===== src/rtl/btn_pkg.sv =====
// rtl/btn_pkg.sv - shared state encoding, default parameters and counter width helper for btn_event.
// Auto-repeat support is selected with BTN_EVENT_REPEAT_EN.
package btn_pkg;

    typedef enum logic [1:0] {
        IDLE    = 2'd0,
        PRESSED = 2'd1,
        REPEAT  = 2'd2
    } btn_state_e;

    localparam int DEF_W           = 2;
    localparam int DEF_TICK_DIV    = 1_250_000;
    localparam int DEF_STABLE      = 3;
    localparam int DEF_DELAY_TICKS = 50;
    localparam int DEF_RATE_TICKS  = 10;

    // Bits needed to hold values 0..max_val inclusive.
    function automatic int cnt_width(input int max_val);
        return (max_val < 1) ? 1 : $clog2(max_val + 1);
    endfunction

endpackage


===== src/rtl/btn_event_ch.sv =====
// rtl/btn_event_ch.sv - one debounced button channel: synchroniser, run/hold counters, FSM, pulse register.
// Hold counter and REPEAT state exist only when BTN_EVENT_REPEAT_EN is defined.
module btn_event_ch
    import btn_pkg::*;
#(
    parameter int STABLE      = DEF_STABLE
`ifdef BTN_EVENT_REPEAT_EN
   ,parameter int DELAY_TICKS = DEF_DELAY_TICKS
   ,parameter int RATE_TICKS  = DEF_RATE_TICKS
`endif
) (
    input  logic CLK,
    input  logic RSTN,
    input  logic tick_i,
    input  logic btn_i,
    output logic pulse_o,
    output logic hold_o
);

    localparam int RW = cnt_width(STABLE);

    logic          sync1_q, sync2_q;
    btn_state_e    state_q, state_d;
    logic [RW-1:0] run_q, run_d, run_inc;
    logic          pulse_q, pulse_d;

`ifdef BTN_EVENT_REPEAT_EN
    localparam int HW = cnt_width((DELAY_TICKS > RATE_TICKS) ? DELAY_TICKS : RATE_TICKS);
    logic [HW-1:0] hold_q, hold_d, hold_inc;
`endif

    always_comb begin
        state_d = state_q;
        run_d   = run_q;
        pulse_d = 1'b0;
        run_inc = (run_q == RW'(STABLE)) ? run_q : run_q + 1'b1;
`ifdef BTN_EVENT_REPEAT_EN
        hold_d   = hold_q;
        hold_inc = hold_q + 1'b1;
`endif
        if (tick_i) begin
            case (state_q)
                IDLE: begin
                    if (!sync2_q) begin
                        run_d = '0;
                    end else if (run_inc == RW'(STABLE)) begin
                        state_d = PRESSED;
                        pulse_d = 1'b1;
                        run_d   = '0;
`ifdef BTN_EVENT_REPEAT_EN
                        hold_d  = '0;
`endif
                    end else begin
                        run_d = run_inc;
                    end
                end
                default: begin
                    // Run counter tracks low samples here; the hold counter keeps
                    // running until the release is actually accepted.
                    if (!sync2_q && run_inc == RW'(STABLE)) begin
                        state_d = IDLE;
                        run_d   = '0;
                    end else begin
                        run_d = sync2_q ? '0 : run_inc;
`ifdef BTN_EVENT_REPEAT_EN
                        hold_d = hold_inc;
                        if (state_q == PRESSED && hold_inc == HW'(DELAY_TICKS)) begin
                            state_d = REPEAT;
                            pulse_d = 1'b1;
                            hold_d  = '0;
                        end else if (state_q == REPEAT && hold_inc == HW'(RATE_TICKS)) begin
                            pulse_d = 1'b1;
                            hold_d  = '0;
                        end
`endif
                    end
                end
            endcase
        end
    end

    always_ff @(posedge CLK or negedge RSTN) begin
        if (!RSTN) begin
            sync1_q <= 1'b0;
            sync2_q <= 1'b0;
            state_q <= IDLE;
            run_q   <= '0;
            pulse_q <= 1'b0;
`ifdef BTN_EVENT_REPEAT_EN
            hold_q  <= '0;
`endif
        end else begin
            sync1_q <= btn_i;
            sync2_q <= sync1_q;
            state_q <= state_d;
            run_q   <= run_d;
            pulse_q <= pulse_d;
`ifdef BTN_EVENT_REPEAT_EN
            hold_q  <= hold_d;
`endif
        end
    end

    assign pulse_o = pulse_q;
    assign hold_o  = (state_q != IDLE);

endmodule


===== src/rtl/btn_event.sv =====
// rtl/btn_event.sv - push-button debouncer: shared sample-tick divider feeding W independent channels.
// Define BTN_EVENT_REPEAT_EN to build auto-repeat while a button is held.
module btn_event
    import btn_pkg::*;
#(
    parameter int W           = DEF_W,
    parameter int TICK_DIV    = DEF_TICK_DIV,
    parameter int STABLE      = DEF_STABLE,
    parameter int DELAY_TICKS = DEF_DELAY_TICKS,
    parameter int RATE_TICKS  = DEF_RATE_TICKS
) (
    input  logic         CLK,
    input  logic         RSTN,
    input  logic [W-1:0] BTNIN,
    output logic [W-1:0] BTNOUT,
    output logic [W-1:0] BTNHOLD
);

    localparam int DW = cnt_width(TICK_DIV - 1);

    logic [DW-1:0] div_q, div_d;
    logic          tick;

    // Out-of-range parameter sets elaborate this empty marker block.
    if (TICK_DIV < 2 || STABLE < 2 || STABLE > 15 || DELAY_TICKS < 1 || RATE_TICKS < 1) begin : g_bad_params
    end

    always_comb begin
        tick  = (div_q == DW'(TICK_DIV - 1));
        div_d = tick ? '0 : div_q + 1'b1;
    end

    always_ff @(posedge CLK or negedge RSTN) begin
        if (!RSTN) begin
            div_q <= '0;
        end else begin
            div_q <= div_d;
        end
    end

    for (genvar g = 0; g < W; g++) begin : g_ch
        btn_event_ch #(
            .STABLE      (STABLE)
`ifdef BTN_EVENT_REPEAT_EN
           ,.DELAY_TICKS (DELAY_TICKS)
           ,.RATE_TICKS  (RATE_TICKS)
`endif
        ) u_ch (
            .CLK     (CLK),
            .RSTN    (RSTN),
            .tick_i  (tick),
            .btn_i   (BTNIN[g]),
            .pulse_o (BTNOUT[g]),
            .hold_o  (BTNHOLD[g])
        );
    end

endmodule


===== config.mk =====
export PLATFORM = sky130hd
export DESIGN_NAME = btn_event
export DESIGN_NICKNAME = d
export VERILOG_FILES = /design/src/rtl/btn_pkg.sv /design/src/rtl/btn_event_ch.sv /design/src/rtl/btn_event.sv
export SDC_FILE = /design/constraint.sdc
export NUM_CORES = 1
export LEC_CHECK = 0
export BUFFER_PORTS_ARGS = -buffer_cell sky130_fd_sc_hd__buf_2
export CORE_MARGIN = 4
export CORE_UTILIZATION = 55
export DETAILED_ROUTE_END_ITERATION = 6
export GPL_TIMING_DRIVEN = 0
export HOLD_SLACK_MARGIN = 0.06
export PLACE_DENSITY = 0.73
export SLEW_MARGIN = 20
export SYNTH_ARGS = -nofsm -noshare
export SYNTH_HDL_FRONTEND = slang
export SYNTH_SLANG_ARGS = --single-unit

===== constraint.sdc =====
create_clock -name CLK -period 2.15 [get_ports CLK]
set_clock_uncertainty 0.15 [all_clocks]
set_input_delay 0.43 -clock CLK [delete_from_list [all_inputs] [get_ports CLK]]
set_output_delay 0.43 -clock CLK [all_outputs]
set_load 0.02 [all_outputs]

==> impl_results.md, run 1 <==
- Critical path type: reg2reg
- Dpl ws: 0.181 ns
- Total Routing Usage GR: 0.187
- Reg-to-reg slack, setup: 0.15 ns
- Worst r2r src: div_q[0]
- Via/cell ratio: 5.84
- Setup crit end: g_ch[1].u_ch.run_q[0]
- Initial DRC Count: 41
- Vias: 1,110
- Antenna cells: 0
- Post-synth EDFFs: 0
- Period utilisation layout: 0.928
- Ys flop type: dfrtp_1
- Post-synthesis cell type count: 31
- Max clock buf depth: 2
- Peak VDD IR: 0.000624 V
- Row cnt: 18
- Die width: approximately 61 µm
- Core area: approximately 0.0026 mm²
- Tmin final: 2.00 ns
- DIE AREA: ~0.0037 mm²
- Clk pin slew, worst setup/hold paths: 0.10 ns
- Largest net degree at the start of global routing: 34
- DRT Pass-1 Iters: 4
- Async set or reset register ratio after synthesis: 1.00
- Total congestion overflow: 0
- Core Util, Final: 0.668
- Max-cap viol count: 0
- WP data required: 2.26 ns
- Share of cells above drive strength 1: 0.175
- Synthesized Nets: 147
- Final instance area: 0.00172 mm²
- Synth area leaders: dfrtp_1 (54%), xnor2_1 (5.1%), xor2_1 (5.1%), nand3_1 (3.6%), nand4_1 (3.2%)
- Hold crit path type: reg2reg
- Setup ws final: 0.155 ns
- CP max FO: 10
- Setup-failing EPs final: 0
- H-Tree Depth: 2
- Worst R2R Path Depth: 6
- CP endpoint kind: flop
- Critical path origin: div_q[0]
- Avg Cell Area, Syn: 10.9 µm²
- CP Launch Type: flop
- Die height: 61.0 µm
- Synthesized cell area: 0.00154 mm²
- DRT antenna net count: 0
- Final hold violation count: 0
- Routed WL: 2860 µm
- Final HPWL DP: 2070 µm
- CTS root buffer: clkbuf_4
- Worst rel slew slack: 0.535
- #FFs+latches synth: 33
- CTS tree: built
- Top-area cell type share of the netlist area: 0.535
- CTS resizes: 0
- RR Endpoint: g_ch[1].u_ch.run_q[0]
- Measured slew at the worst slew-check pin: between 0.6 and 0.7 ns
- Global-route wire length before repair: 4880 µm
- Final TNS setup: 0 ns
- Clk_lat worst skew: 0.33 ns
- Post-Synthesis Cells: 142
- Vias in the first global route: 1,039
- Syn. warnings: 0
- Clock tree sinks: 33
- Num ports: 8
- Outcome: completed
- Fmax: 501 MHz
- CP Data Arrival Time: 2.10 ns
- Power Dens Cells: 605 mW/mm²
- Placed Cells: about 180
- Initial antenna violation count: 0
- # port buffers: 7
- Total Nets Final: approximately 160
- Commonest cells after routing, fill and taps aside: dfrtp_1 (33), nand3_1 (11), nor2_1 (11)
- RSZ-0062 raised after global routing: false
- Initial Utilization: 0.601
- Leading cell type in the layout, fill and taps excluded: dfrtp_1
- Drt drc: 0
- Final Max Tran Viols: 0
- LEAKAGE: 0.789 nW
- Total CTS buffers: 5
- Area growth from synthesis to layout: 11.2%
- WL/cell: 15.0 µm
- Cell type with the largest total area after synthesis: dfrtp_1
- Final Wtd Congestion: 0.858
- Finished Layout Cells: 190
- DP Area: approximately 0.0016 mm²
- Sequential fraction of the synthesis area: 0.535
-- layout make-up --
cell class / instances / area, µm²
Buffer: 6 / 38.8
Clock buffer: 7 / 65.1
Clock inverter: 1 / 5.00
Fill cell: 207 / 852
Inverter: 5 / 18.8
Multi-Input combinational cell: 98 / 659
Sequential cell: 33 / 826
Tap cell: 30 / 37.5
Timing Repair Buffer: 10 / 65.1
-- cell usage after synthesis, drive strengths merged (3+ instances only) --
library cell and instances:
nand3 11, mux2 4, nor4 4, nor3 4, a21oi 3, and3 4, nor2 11, dfrtp 33
inv 5, buf 5, xnor2 9, xor2 9, nand2 6, and2 4, nand4 9, nor3b 4
nor4b 3
-- power by group --
group          internal [W]  total [W]  switching [W]
Sequential         0.000624   0.000626     0.00000228
Clock              0.000189   0.000390       0.000201
Combinational    0.00000747  0.0000213      0.0000138
Total              0.000821    0.00104       0.000217
-- kinds of logic after synthesis --
kind of cell | share of synthesized area
mux | 0.0422
buf+inv | 0.0373
compound gates | 0.0243
fa+ha+maj | 0.00811
flops | 0.535
xor+xnor | 0.102
simple gates | 0.251
-- routing by layer --
metal,vias to the layer above,global-route usage,wire length [µm]
met5,-,0,0
met4,0,0.0836,71
met3,9,0.0766,150
met2,27,0.292,1370
met1,538,0.228,1270
li1,536,-,-
-- through the flow --
step | hold WS, ns | total power (W)
final | 0.216 | 0.00104
after global routing | 0.239 | 0.00109
after CTS | 0.220 | 0.00106
after detailed placement | 0.199 | 0.000657
after global placement | 0.181 | 0.000656
after floorplan | -0.0156 | 0.000641
-- worst max-delay path, stage by stage, from the launching register on --
cell and delay [ns]:
dfrtp_1 0.43, ha_1 0.25, and3_1 0.26, nand4_1 0.09
nor2_1 0.20, buf_2 0.29, mux2i_1 0.24
-- worst min path at each step --
| stage | from | endpoint | slack (ns) | cells past startpoint |
|---|---|---|---|---|
| 2_1_floorplan | RSTN | div_q[0] | -0.02 | 0 |
| 3_3_place_gp | g_ch[1].u_ch.sync1_q | g_ch[1].u_ch.sync2_q | 0.18 | 0 |
| 3_5_place_dp | g_ch[0].u_ch.sync1_q | g_ch[0].u_ch.sync2_q | 0.20 | 0 |
| 4_1_cts | g_ch[0].u_ch.sync1_q | g_ch[0].u_ch.sync2_q | 0.22 | 0 |
| 5_1_grt | g_ch[0].u_ch.sync1_q | g_ch[0].u_ch.sync2_q | 0.24 | 0 |
| 6_report | g_ch[0].u_ch.sync1_q | g_ch[0].u_ch.sync2_q | 0.22 | 0 |
-- flip-flops by register name, summed over array words and instances (netlist names) --
signal and flops:
g_ch.u_ch.sync2_q 2, g_ch.u_ch.pulse_o 2, g_ch.u_ch.run_q 4, g_ch.u_ch.state_q 2, div_q 21, g_ch.u_ch.sync1_q 2
-- timing repair --
| item | 4_1_cts | 5_1_grt |
|---|---|---|
| setup buffers | 0 | 0 |
| hold buffers | 3 | 0 |
| endpoints found under the hold margin | 35 | 0 |
Power figures use the tool's default switching activity.
==> run 2, diff against run 1 <==
--- a/config.mk
+++ b/config.mk
@@ -7,11 +7,11 @@
 export LEC_CHECK = 0
 export BUFFER_PORTS_ARGS = -buffer_cell sky130_fd_sc_hd__buf_2
 export CORE_MARGIN = 4
-export CORE_UTILIZATION = 55
+export CORE_UTILIZATION = 59
 export DETAILED_ROUTE_END_ITERATION = 6
 export GPL_TIMING_DRIVEN = 0
 export HOLD_SLACK_MARGIN = 0.06
-export PLACE_DENSITY = 0.73
+export PLACE_DENSITY = 0.77
 export SLEW_MARGIN = 20
 export SYNTH_ARGS = -nofsm -noshare
 export SYNTH_HDL_FRONTEND = slang
==> run 2 against run 1 <==
Net effect: largest cell class unchanged; sequential share of layout area is 0.60 points higher; critical path type unchanged; maximum frequency decreased by 0.35%; critical endpoint is now div_q[16]; die area down 5.9%; hold slack lost 0.00058 ns; clock-buffer cell count rose by 1; clock power shrank 17%.
==> impl_results.md, run 2 (synthesized netlist as in run 1, its figures left out) <==
- CTS root buffer: clkbuf_4
- DIE AREA: ~0.0035 mm²
- Antenna cells: 0
- Final HPWL DP: 2070 µm
- RR Endpoint: div_q[16]
- Max reg flops: 21
- Share of cells above drive strength 1: 0.156
- Vias in the first global route: 1,143
- CTS tree: built
- Vias: 1,134
- Total Routing Usage GR: 0.198
- Commonest cells after routing, fill and taps aside: dfrtp_1 (33), nand3_1 (11), nor2_1 (11)
- Area growth from synthesis to layout: 9.81%
- H-Tree Depth: 2
- Outcome: completed
- Final hold violation count: 0
- Initial DRC Count: 41
- Critical path origin: div_q[8]
- Setup-failing EPs final: 0
- Largest net degree at the start of global routing: 34
- CTS Hold Bufs: 3
- RSZ-0062 raised after global routing: false
- Tmin final: around 2 ns
- Peak VDD IR: ~0.00056 V
- Die width: 59.1 µm
- CP max FO: 7
- WP data required: around 2.3 ns
- Routed WL: 2980 µm
- Initial antenna violation count: 0
- Worst r2r src: div_q[8]
- # port buffers: 7
- CTS resizes: 0
- Fmax: 499 MHz
- Worst rel slew slack: 0.530
- Final Wtd Congestion: 0.932
- Leading cell type in the layout, fill and taps excluded: dfrtp_1
- Max-cap viol count: 0
- LEAKAGE: 0.774 nW
- Final TNS setup: 0 ns
- Final Max Tran Viols: 0
- Critical path type: reg2reg
- Initial Utilization: 0.623
- Finished Layout Cells: 190
- Power Dens Cells: 574 mW/mm²
- CP Data Arrival Time: around 2.1 ns
- Die height: 59.1 µm
- Core area: 0.00248 mm²
- Measured slew at the worst slew-check pin: 0.705 ns
- Max clock buf depth: 2
- Final instance area: 0.00169 mm²
- Worst R2R Path Depth: 4
- Total CTS buffers: 5
- WL/cell: 15.7 µm
- DRT Pass-1 Iters: 5
- Clk_lat worst skew: 0.34 ns
- Placed Cells: roughly 180
- Total congestion overflow: 0
- Period utilisation layout: 0.931
- Global-route wire length before repair: 5090 µm
- Largest Register: div_q
- Top flop regs: div_q x21, g_ch.u_ch.run_q x4
- Setup Buffers After CTS: 0
- Clk pin slew, worst setup/hold paths: about 0.090 ns
- Setup crit end: div_q[16]
- Drt drc: 0
- Total Nets Final: roughly 160
- CP Launch Type: flop
- Row cnt: 18
- Reg-to-reg slack, setup: 0.15 ns
- CP endpoint kind: flop
- Clock tree sinks: 33
- Num ports: 8
- DRT antenna net count: 0
- Hold crit path type: reg2reg
- DP Area: 0.00162 mm²
- Via/cell ratio: 5.97
-- run 2: changes by cell type in the layout (fill, tap and decap cells not counted) --
cell      change
clkinv_2      -1
clkbuf_1      +3
clkbuf_8      -2
-- run 2: power by group --
part           switching (W)  internal [W]
clock               0.000194      0.000130
combinational      0.0000141    0.00000748
sequential        0.00000214      0.000624
total               0.000211      0.000761
-- run 2: how the worst min path moves through the flow --
stage / from / end / slack [ns] / depth (start not counted)
after floorplan: RSTN / div_q[0] / -0.02 / 0
after global placement: g_ch[1].u_ch.sync1_q / g_ch[1].u_ch.sync2_q / 0.18 / 0
after detailed placement: g_ch[1].u_ch.sync1_q / g_ch[1].u_ch.sync2_q / 0.20 / 0
after CTS: g_ch[1].u_ch.sync1_q / g_ch[1].u_ch.sync2_q / 0.22 / 0
after global routing: g_ch[0].u_ch.sync1_q / g_ch[0].u_ch.sync2_q / 0.22 / 0
final: g_ch[0].u_ch.sync1_q / g_ch[0].u_ch.sync2_q / 0.22 / 0
-- run 2: metrics by stage --
step,hold WS (ns),power (W),utilization,worst slack [ns]
after floorplan,-0.0156,0.000641,-,0.386
after global placement,0.182,0.000656,0.652,0.231
after detailed placement,0.196,0.000657,0.652,0.198
after CTS,0.217,0.000982,0.684,0.147
after global routing,0.222,0.00102,0.684,0.0589
final,0.216,0.000972,0.684,0.148
-- run 2: layout make-up --
| class | count | area, µm² |
|---|---|---|
| plain buffers | 6 | 38.8 |
| clock buffers | 8 | 48.8 |
| fillers | 190 | 783 |
| inverters | 5 | 18.8 |
| multi-input cells | 98 | 659 |
| flip-flops and latches | 33 | 826 |
| well taps | 30 | 37.5 |
| repair buffers | 10 | 65.1 |
-- run 2: metal layers --
| metal | global-route usage | routed length (µm) | up-vias |
|---|---|---|---|
| li1 | - | - | 529 |
| met1 | 0.242 | 1330 | 556 |
| met2 | 0.314 | 1420 | 35 |
| met3 | 0.0458 | 132 | 14 |
| met4 | 0.123 | 108 | 0 |
| met5 | 0 | 0 | - |
-- run 2: worst max-delay path, stage by stage (launching register included) --
cell and delay, ns:
dfrtp_1 0.50, nand4_2 0.21, or4_1 0.58, or3_1 0.31, a21oi_1 0.17
==> run 3, diff against run 2 <==
--- a/config.mk
+++ b/config.mk
@@ -6,12 +6,13 @@
 export NUM_CORES = 1
 export LEC_CHECK = 0
 export BUFFER_PORTS_ARGS = -buffer_cell sky130_fd_sc_hd__buf_2
-export CORE_MARGIN = 4
-export CORE_UTILIZATION = 59
+export CORE_MARGIN = 2
+export CORE_UTILIZATION = 60
+export CTS_BUF_LIST = sky130_fd_sc_hd__clkbuf_8
 export DETAILED_ROUTE_END_ITERATION = 6
 export GPL_TIMING_DRIVEN = 0
 export HOLD_SLACK_MARGIN = 0.06
-export PLACE_DENSITY = 0.77
+export PLACE_DENSITY = 0.78
 export SLEW_MARGIN = 20
 export SYNTH_ARGS = -nofsm -noshare
 export SYNTH_HDL_FRONTEND = slang
==> run 3 against run 2 <==
Net effect: wire length about the same; sequential share of layout area shrank 0.64 points; design area up 1.3%; maximum frequency is 1.4% higher; largest power group unchanged.
==> impl_results.md, run 3 (synthesized netlist as in run 1, its figures left out) <==
- Hold crit path type: in2async
- H-Tree Depth: 2
- Num ports: 8
- WP data required: 2.21 ns
- Final Wtd Congestion: 0.897
- CP Data Arrival Time: about 2.0 ns
- Setup ws final: 0.174 ns
- Crit-path leading delay family: simple AND/OR/NAND/NOR gates
- Via/cell ratio: 5.83
- Row cnt: 18
- Period utilisation layout: 0.919
- Antenna cells: 0
- Final Max Tran Viols: 0
- WL/cell: 15.9 µm
- Area growth from synthesis to layout: 11.3%
- Max reg flops: 21
- Final TNS setup: 0 ns
- Initial DRC Count: 24
- RR Endpoint: div_q[16]
- Total Nets Final: between 150 and 200
- Final HPWL DP: 2050 µm
- Placed Cells: 179
- Clk_lat worst skew: 0.29 ns
- Drt drc: 0
- Total CTS buffers: 5
- Worst r2r src: div_q[8]
- DRT Pass-1 Iters: 4
- Critical Path, Cell by Cell: nand4_2 > or4_1 > or3_1 > a21oi_1
- Setup Buffers After CTS: 0
- Stages on worst setup path: 4
- CTS tree: built
- Final hold violation count: 0
- Critical path type: reg2reg
- Largest net degree at the start of global routing: 34
- RSZ-0062 raised after global routing: false
- Share of cells above drive strength 1: 0.178
- Total Routing Usage GR: 0.239
- CP endpoint kind: flop
- Outcome: completed
- CTS root buffer: clkbuf_8
- Routed WL: 2980 µm
- Clk pin slew, worst setup/hold paths: roughly 0.070 ns
- Commonest cells after routing, fill and taps aside: dfrtp_1 (33), nand3_1 (11), nor2_1 (11)
- Peak VDD IR: 0.000634 V
- Initial antenna violation count: 0
- Vias in the first global route: ~1,000
- Max clock buf depth: 2
- Worst rel slew slack: 0.533
- LEAKAGE: 0.789 nW
- Core area: 0.00245 mm²
- CP max-delay cell: or4_1
- Setup-failing EPs final: 0
- Core Util, Final: 0.699
- Max-cap viol count: 0
- Clock tree sinks: 33
- Reg-to-reg slack, setup: 0.17 ns
- Vias: 1,091
- CTS resizes: 0
- DIE AREA: 0.00299 mm²
- DRT antenna net count: 0
- Measured slew at the worst slew-check pin: 0.701 ns
- Dpl ws: roughly 0.18 ns
- Leading cell type in the layout, fill and taps excluded: dfrtp_1
- Die width: around 55 µm
- Worst R2R Path Depth: 4
- Crit-path max cell delay: 0.58 ns
- Critical path origin: div_q[8]
- CP max FO: 7
- Tmin final: just under 2 ns
- Power after layout: 0.00115 W
- Fmax: about 500 MHz
- Initial Utilization: 0.628
- Top flop regs: div_q x21, g_ch.u_ch.run_q x4
- Crit path buffers/inverters: 0
- Largest Register: div_q
- Global-route wire length before repair: 4800 µm
- # port buffers: 7
- Total congestion overflow: 0
- Die height: about 55 µm
- Layout fillers: 179
- CTS Hold Bufs: 0
- Setup crit end: div_q[16]
- Finished Layout Cells: 187
- CP Launch Type: flop
- Power Dens Cells: 672 mW/mm²
[run 3: changes by cell type in the layout (fill, tap and decap cells not counted)]
cell           before  now
clkinv_2            0    1
clkbuf_8            0    7
clkbuf_4            5    0
clkbuf_1            4    1
dlygate4sd3_1       3    0
[run 3: worst min path at each step]
stage / slack [ns] / from / cells after the start / to
2_1_floorplan: -0.02 / RSTN / 0 / div_q[0]
3_3_place_gp: 0.18 / g_ch[1].u_ch.sync1_q / 0 / g_ch[1].u_ch.sync2_q
3_5_place_dp: 0.19 / g_ch[0].u_ch.sync1_q / 0 / g_ch[0].u_ch.sync2_q
4_1_cts: 0.06 / RSTN / 1 / div_q[11]
5_1_grt: 0.08 / BTNIN[0] / 1 / g_ch[0].u_ch.sync1_q
6_report: 0.03 / RSTN / 1 / div_q[11]
[run 3: cell type report]
type                       count  area (µm²)  area share
multi-input combinational     98         659       0.384
tap                           30        37.5      0.0219
clock buffer                   7        96.3      0.0561
inverter                       5        18.8      0.0109
buffer                         6        38.8      0.0226
timing repair buffer           7        35.0      0.0204
sequential                    33         826       0.481
clock inverter                 1        5.00     0.00292
[run 3: metal layers]
metal  up-vias  global-route usage  share of wire
met3         6              0.0902          0.056
met2        38               0.353           0.50
met5         -                   0              0
li1        527                   -              -
met1       520               0.314           0.43
met4         0               0.100          0.014
[run 3: through the flow]
step	instance area, µm²	hold slack (ns)
floorplan	1540	-0.0156
CTS	1720	0.0627
finish	1720	0.0326
global placement	1620	0.182
global route	1720	0.0793
detailed placement	1620	0.189
[run 3: where the power goes]
part / leakage [nW] / internal, W / switching (W)
registers: 0.437 / 0.000625 / 0.00000240
clock network: 0.0542 / 0.000289 / 0.000220
logic: 0.297 / 0.00000395 / 0.0000134
